File: config.mk
export PLATFORM = sky130hd
export DESIGN_NAME = riscv_prefetch_ctrl_flat
export DESIGN_NICKNAME = d
export VERILOG_FILES = /design/src/rtl/riscv_prefetch_ctrl_if.sv /design/src/rtl/riscv_prefetch_ctrl.sv /design/src/flat_wrapper.sv
export SDC_FILE = /design/constraint.sdc
export NUM_CORES = 1
export LEC_CHECK = 0
export BUFFER_PORTS_ARGS = -buffer_cell sky130_fd_sc_hd__buf_2
export CAP_MARGIN = 20
export CORE_UTILIZATION = 50
export CTS_BUF_LIST = sky130_fd_sc_hd__clkbuf_8
export DETAILED_ROUTE_END_ITERATION = 10
export PLACE_DENSITY = 0.84
export SETUP_SLACK_MARGIN = 0.1
export SYNTH_ARGS = -nofsm -noshare
export SYNTH_HDL_FRONTEND = slang
export SYNTH_SLANG_ARGS = --single-unit
File: constraint.sdc
create_clock -name clk -period 2.67 [get_ports clk]
set_input_delay 0.267 -clock clk [delete_from_list [all_inputs] [get_ports clk]]
set_output_delay 0.267 -clock clk [all_outputs]
set_load 0.02 [all_outputs]
File: src/rtl/riscv_prefetch_ctrl_if.sv
// Memory request port and fetch-FIFO push port of the prefetch controller.
// master = controller side, slave = memory/FIFO side.
interface riscv_prefetch_ctrl_if;
  logic        instr_req_o;
  logic [31:0] instr_addr_o;
  logic        instr_gnt_i;
  logic        instr_rvalid_i;
  logic [31:0] instr_rdata_i;
  logic        fifo_valid_o;
  logic [31:0] fifo_addr_o;
  logic [31:0] fifo_rdata_o;
  logic        fifo_ready_i;
  logic        fifo_clear_o;

  modport master (
    output instr_req_o, instr_addr_o,
    input  instr_gnt_i, instr_rvalid_i, instr_rdata_i,
    output fifo_valid_o, fifo_addr_o, fifo_rdata_o, fifo_clear_o,
    input  fifo_ready_i
  );

  modport slave (
    input  instr_req_o, instr_addr_o,
    output instr_gnt_i, instr_rvalid_i, instr_rdata_i,
    input  fifo_valid_o, fifo_addr_o, fifo_rdata_o, fifo_clear_o,
    output fifo_ready_i
  );
endinterface

File: src/rtl/riscv_prefetch_ctrl.sv
// Instruction-fetch request controller: one outstanding word fetch at a time,
// pushes returned words with their address into the fetch FIFO, flushes on branch.
module riscv_prefetch_ctrl (
  input  logic        clk,
  input  logic        rst,
  input  logic [31:0] boot_addr_i,
  input  logic        req_i,
  input  logic        branch_i,
  input  logic [31:0] branch_addr_i,
  output logic        busy_o,
  riscv_prefetch_ctrl_if.master bus
);

  typedef enum logic [1:0] {
    IDLE,
    WAIT_GNT,
    WAIT_RVALID,
    WAIT_ABORTED
  } state_t;

  state_t      state, state_n;
  logic [31:0] fetch_addr, fetch_n;
  logic [31:0] resp_addr, resp_n;
  logic        gnt_aborted, aborted_n;
  logic        issue;
  logic        launch;

  always_ff @(posedge clk) begin
    if (rst) begin
      state       <= IDLE;
      fetch_addr  <= boot_addr_i & 32'hFFFF_FFFE;
      resp_addr   <= '0;
      gnt_aborted <= 1'b0;
    end else begin
      state       <= state_n;
      fetch_addr  <= fetch_n;
      resp_addr   <= resp_n;
      gnt_aborted <= aborted_n;
    end
  end

  // resp_addr is captured at launch rather than at grant, so while waiting for
  // gnt it holds the pending request address even if a branch overwrites fetch_addr.
  always_comb begin
    issue     = req_i & bus.fifo_ready_i & ~branch_i;
    launch    = 1'b0;
    state_n   = state;
    fetch_n   = fetch_addr;
    resp_n    = resp_addr;
    aborted_n = gnt_aborted;

    bus.instr_req_o  = 1'b0;
    bus.instr_addr_o = {fetch_addr[31:2], 2'b00};
    bus.fifo_valid_o = 1'b0;
    bus.fifo_addr_o  = resp_addr;
    bus.fifo_rdata_o = bus.instr_rdata_i;
    bus.fifo_clear_o = branch_i;

    case (state)
      IDLE: begin
        launch = issue;
      end
      WAIT_GNT: begin
        bus.instr_req_o  = 1'b1;
        bus.instr_addr_o = {resp_addr[31:2], 2'b00};
        aborted_n        = gnt_aborted | branch_i;
        if (bus.instr_gnt_i) begin
          if (gnt_aborted || branch_i) begin
            state_n = WAIT_ABORTED;
          end else begin
            state_n = WAIT_RVALID;
            fetch_n = {resp_addr[31:2], 2'b00} + 32'd4;
          end
        end
      end
      WAIT_RVALID: begin
        if (bus.instr_rvalid_i) begin
          state_n = IDLE;
          if (!branch_i) begin
            bus.fifo_valid_o = 1'b1;
            launch           = issue;
          end
        end else if (branch_i) begin
          state_n = WAIT_ABORTED;
        end
      end
      WAIT_ABORTED: begin
        if (bus.instr_rvalid_i) state_n = IDLE;
      end
      default: state_n = IDLE;
    endcase

    if (launch) begin
      bus.instr_req_o  = 1'b1;
      bus.instr_addr_o = {fetch_addr[31:2], 2'b00};
      resp_n           = fetch_addr;
      aborted_n        = 1'b0;
      if (bus.instr_gnt_i) begin
        state_n = WAIT_RVALID;
        fetch_n = {fetch_addr[31:2], 2'b00} + 32'd4;
      end else begin
        state_n = WAIT_GNT;
      end
    end

    if (branch_i) fetch_n = branch_addr_i & 32'hFFFF_FFFE;

    busy_o = (state != IDLE);
  end

endmodule

File: src/flat_wrapper.sv
// flat-port wrapper written by rule: the top's interface ports become plain ports
module riscv_prefetch_ctrl_flat 
  (clk, rst, boot_addr_i, req_i, branch_i, branch_addr_i, busy_o, bus_instr_req_o, bus_instr_addr_o, bus_instr_gnt_i, bus_instr_rvalid_i, bus_instr_rdata_i, bus_fifo_valid_o, bus_fifo_addr_o, bus_fifo_rdata_o, bus_fifo_clear_o, bus_fifo_ready_i);
  riscv_prefetch_ctrl_if bus_i ();
  input  logic clk;
  input  logic rst;
  input  logic [31:0] boot_addr_i;
  input  logic req_i;
  input  logic branch_i;
  input  logic [31:0] branch_addr_i;
  output logic busy_o;
  output wire logic [$bits(bus_i.instr_req_o)-1:0] bus_instr_req_o;
  output wire logic [$bits(bus_i.instr_addr_o)-1:0] bus_instr_addr_o;
  input wire logic [$bits(bus_i.instr_gnt_i)-1:0] bus_instr_gnt_i;
  input wire logic [$bits(bus_i.instr_rvalid_i)-1:0] bus_instr_rvalid_i;
  input wire logic [$bits(bus_i.instr_rdata_i)-1:0] bus_instr_rdata_i;
  output wire logic [$bits(bus_i.fifo_valid_o)-1:0] bus_fifo_valid_o;
  output wire logic [$bits(bus_i.fifo_addr_o)-1:0] bus_fifo_addr_o;
  output wire logic [$bits(bus_i.fifo_rdata_o)-1:0] bus_fifo_rdata_o;
  output wire logic [$bits(bus_i.fifo_clear_o)-1:0] bus_fifo_clear_o;
  input wire logic [$bits(bus_i.fifo_ready_i)-1:0] bus_fifo_ready_i;
  assign bus_instr_req_o = bus_i.instr_req_o;
  assign bus_instr_addr_o = bus_i.instr_addr_o;
  assign bus_i.instr_gnt_i = bus_instr_gnt_i;
  assign bus_i.instr_rvalid_i = bus_instr_rvalid_i;
  assign bus_i.instr_rdata_i = bus_instr_rdata_i;
  assign bus_fifo_valid_o = bus_i.fifo_valid_o;
  assign bus_fifo_addr_o = bus_i.fifo_addr_o;
  assign bus_fifo_rdata_o = bus_i.fifo_rdata_o;
  assign bus_fifo_clear_o = bus_i.fifo_clear_o;
  assign bus_i.fifo_ready_i = bus_fifo_ready_i;
  riscv_prefetch_ctrl u_core (.clk(clk), .rst(rst), .boot_addr_i(boot_addr_i), .req_i(req_i), .branch_i(branch_i), .branch_addr_i(branch_addr_i), .busy_o(busy_o), .bus(bus_i));
endmodule
# Word level (Yosys, flattened, before mapping)

Cells that the tools add are included.

Bits in registers: 67
Bits of input ports: 103
Output and inout bits: 100
Word-level logic and storage cells: 49

Add/sub/neg operators: 2
Eq/ne operators: 6
Muxes and demuxes: 25
Bitwise operators: 4
Reduce and logical (&&, ||, !) cells: 7

Operators with widths:

| operator                                      | count |
|---|---|
| two-way mux 32 bit                            | 9 |
| adder 32 x 3 -> 32 bit, second input constant | 2 |
| two-way mux 2 bit                             | 6 |
| two-way mux 1 bit                             | 8 |
| != test 3 x 2 -> 1 bit, second input constant | 2 |
| case mux 2 bit (3 select lines)               | 1 |
| == test 2 bit, second input constant          | 2 |
| != test 4 x 3 -> 1 bit, second input constant | 1 |
| AND reduction 4 bit                           | 1 |
| nonzero test 4 bit                            | 1 |
| OR reduction 2 bit                            | 2 |
| bitwise AND 1 bit                             | 2 |
| == test 2 x 1 -> 1 bit, second input constant | 1 |
| zero test 2 bit                               | 1 |
| case mux 1 bit (2 select lines)               | 1 |
| nonzero test 2 bit                            | 1 |
| logical OR 1 bit                              | 1 |
| NOT 1 bit                                     | 1 |
| OR 1 bit                                      | 1 |

# Depth between registers and ports, before layout

Word-level depth: 8
Depth in mapped cells: 9

# Worst setup path after synthesis

OpenSTA, ideal clock, no wires.

Kind: register to register
From: reg u_core.resp_addr[2] (netlist: u_core.bus.fifo_addr_o[2])
To: reg (tool-made name)
Arrival time: 2.069 ns
Setup slack: 0.339 ns
Cell stages (with the launch flop): 10
Path buffers: 2
Period minus slack after synthesis: 2.331 ns
Cells stage by stage: dfxtp_1 > ha_1 > and3_1 > clkbuf_1 > and4_1 > clkbuf_1 > nand4_1 > xnor2_1 > a221oi_1 > nor2_1

RTL lines:

| element                | line                      | RTL |
|---|---|---|
| start, declared        | riscv_prefetch_ctrl.sv:23 | `logic [31:0] resp_addr, resp_n;` |
| start signal, assigned | riscv_prefetch_ctrl.sv:37 | `resp_addr <= resp_n;` |

==> flow_summary_export.csv <==
group,metric,value,unit
outcome,outcome,"completed",
floorplanning,row_count,35,
global_route,gr-usage-all-layers,30.2,%
setup_path,required,2.77,ns
route,viasPerCell,6.08,
route,drt_iter0_drc,557,
worst_hold_path,hold_path.startpoint,"boot_addr_i[5]",
worst_hold_path,hold_depth,3,
timing,finalSetupViolations,0,
logic_synthesis,ys_seq_elements,67,
place,post-place-ws,0.256,ns
clock_tree,cts_root_buffer,"clkbuf_8",
logic_synthesis,ys.flop_type,"dfxtp_1",
power,p_leak,0.00240,uW
setup_path,reg2reg_depth,6,
worst_hold_path,min_to,"u_core.fetch_addr[5]$_DFF_P_",
global_route,grt_pass1_wl,24000,um
timing,slew_viol_final,0,
floorplanning,die_w,101,um
place,gp_congestion,0.932,
finish,nets,866,
logic_synthesis,synth_top_area_share,21.8,%
power,power.density,468,nW/um^2
clock_tree,hold_buffers,0,
global_route,grt_max_degree,33,
timing,setup_ws,0.191,ns
clock_tree,cts_made_buffers,9,
place,dp_hpwl,11300,um
clock_tree,path_clk_slew,0.08,ns
setup_path,slowest_delay,0.65,ns
route,ant_nets,0,
floorplanning,die_height,101,um
logic_synthesis,synth_edf_count,14,
worst_hold_path,hold_class,"in -> reg",
floorplanning,die_area,10100,um^2
timing,worst_slew_pin_slew,0.817,ns
flow_run,cap_violations,0,
timing,fmax,403,MHz
setup_path,crit_path_end_kind,"flip-flop",
route,drcViolationCount,0,
route,firstDrtPassIters,8,
logic_synthesis,syn-instance-count,676,
logic_synthesis,syn_area_per_cell,7.19,um^2
logic_synthesis,synth.distinct_cells,63,
setup_path,path_cells,"nand3_2, or4_4, nor4_1, xor2_1, a221oi_1, nor2_1",
timing,min_period,2.48,ns
clock_tree,cts_tree,"done",
clock_tree,h-tree-depth,3,
finish,antenna_cells,0,
timing,period_share,92.9,%
setup_path,arrival,2.58,ns
route,wl_per_cell,17.3,um
finish,final_layout_size_suffix_gt1_share,25.3,%
setup_path,r2r_slack,0.19,ns
logic_synthesis,yosys.area.top_type,"dfxtp_1",
setup_path,rr_startpoint,"u_core.fetch_addr[9]$_DFF_P_",
finish,syn2layout_area_growth,15.1,%
global_route,antenna_found_initial,0,
setup_path,cpLargestDelayFamily,"simple AND/OR/NAND/NOR gates",
logic_synthesis,ys_top_cells_by_area,"dfxtp_1 (22%), nand2_1 (14%), edfxtp_1 (8.7%)",
setup_path,path_class,"reg -> reg",
finish,fin_area,5590,um^2
logic_synthesis,async_flop_share,0,%
timing,fin_skew,0.00543,ns
timing,setup_tns,0,ns
power,peakVddDrop,0.000303,V
finish,nFillCells,878,
place,place_area,5410,um^2
global_route,grt_pass1_vias,4818,
global_route,gr-total-overflow,0,
timing,hold_violations,0,
timing,rsz0062_at_grt,"false",
route,drt_wl_total,15500,um
clock_tree,clock-sinks,67,
setup_path,worstPathMaxFanout,14,
setup_path,critPathBufInv,0,
logic_synthesis,synth-seq-area-share,30.5,%
clock_tree,ctsLongestPathBuffers,2,
floorplanning,coreArea,9330,um^2
clock_tree,clk_latency,0.35,ns
floorplanning,io_pins,203,
route,vias,5444,
place,port_buffers,134,
setup_path,slowest_stage,"or4_4",
logic_synthesis,synth_area,4860,um^2
setup_path,startpoint_type,"flip-flop",
floorplanning,initial_core_util,52.1,%
logic_synthesis,yosysWarningCount,0,
timing,hold_slack,0.120,ns
timing,relSlewSlack,45.4,%
place,place_inst,879,
finish,layoutNonFillerInstCount,895,
where the power goes:
group,internal [uW],switching (uW),total (uW)
combinational,235,378,614
sequential,1110,109,1220
clock,377,412,789
total,1720,899,2620
synth_stat cells (all sizes together), types with 2 or more instances:
cell     number
a221oi       11
buf          48
or2           2
and4          7
a22oi         2
o21a          3
and3          7
xnor2        18
a21oi        57
xor2         21
nand2       186
or4b          2
o22ai        23
nand3        19
edfxtp       14
nor2         29
a31oi         9
mux2i         3
nand4        14
nand2b        2
dfxtp        53
o211ai        2
clkbuf       38
a2bb2oi       2
inv          12
o31a          2
o21ai        25
nor3         13
and2          2
ha            2
a32oi         2
o31ai         5
a311oi        3
nor4         18
worst min-delay path, delay by kind of cell:
kind	cells	cell delay, ns
compound gates	1	0.06
buf+inv	1	0.07
simple gates	1	0.04
area by class of cell:
cell class | count | area, um^2 | area share [%]
tap | 129 | 161 | 2.89
inverter | 13 | 48.8 | 0.873
multi-input combinational | 511 | 2870 | 51.3
clock inverter | 5 | 22.5 | 0.403
timing repair buffer | 159 | 858 | 15.4
clock buffer | 11 | 151 | 2.71
sequential | 67 | 1480 | 26.5
metal layers:
layer	part of all wire, %	global-route usage (%)	vias up
li1	-	-	2517
met1	41	39.8	2515
met2	47	49.6	371
met3	11	5.96	41
met4	2.0	10.3	0
met5	0	0	-
stage by stage:
step                      total power, uW  util, %
final                                2620     59.9
after CTS                            2610     59.9
after floorplan                      1670        -
after detailed placement             1840     58.0
after global routing                 2730     59.9
after global placement               1820     58.0
cells in the final DEF (no fill, tap or decap), types with 3 or more instances in the layout:
cell and count:
nand2_1 186, buf_2 134, a21oi_1 57, dfxtp_1 53, nor2_1 27, buf_4 25
o22ai_1 23, o21ai_0 23, xor2_1 21, nand3_1 18, xnor2_1 18, inv_1 14
nand4_1 14, edfxtp_1 14, a221oi_1 11, clkbuf_8 11, nor4_1 10, nor3_1 9
a31oi_1 9, nor4_2 8, and4_1 7, and3_1 7, o31ai_1 5, nor3_2 3
o21a_1 3, mux2i_1 3, a311oi_1 3, clkinv_2 3
worst max path at each step:
stage	startpoint	to	cells after the start
4_1_cts	u_core.fetch_addr[9]$_DFF_P_	flip-flop	6
3_3_place_gp	u_core.fetch_addr[10]$_DFF_P_	flip-flop	6
3_5_place_dp	u_core.fetch_addr[9]$_DFF_P_	flip-flop	6
5_1_grt	u_core.fetch_addr[9]$_DFF_P_	flip-flop	6
6_report	u_core.fetch_addr[9]$_DFF_P_	flip-flop	6
2_1_floorplan	u_core.bus.fifo_addr_o[2]$_SDFFE_PP0P_	flip-flop	9
what timing repair did:
| action | CTS | global route |
|---|---|---|
| hold endpoints to repair | 0 | 0 |
| setup buffers | 0 | 0 |
| endpoints found under the setup margin | 0 | 1 |
| gates resized for setup | 0 | 1 |
logic make-up after synthesis:
| group | count (synthesis) | synth area share, % |
|---|---|---|
| fa+ha+maj | 2 | 0.515 |
| xor+xnor | 39 | 7.03 |
| other cells | 1 | 0.0772 |
| simple gates | 309 | 30.3 |
| mux | 4 | 0.850 |
| flops | 67 | 30.5 |
| compound gates | 155 | 19.7 |
| buf+inv | 99 | 11.0 |
No activity file was read; power rests on OpenSTA's default activity.
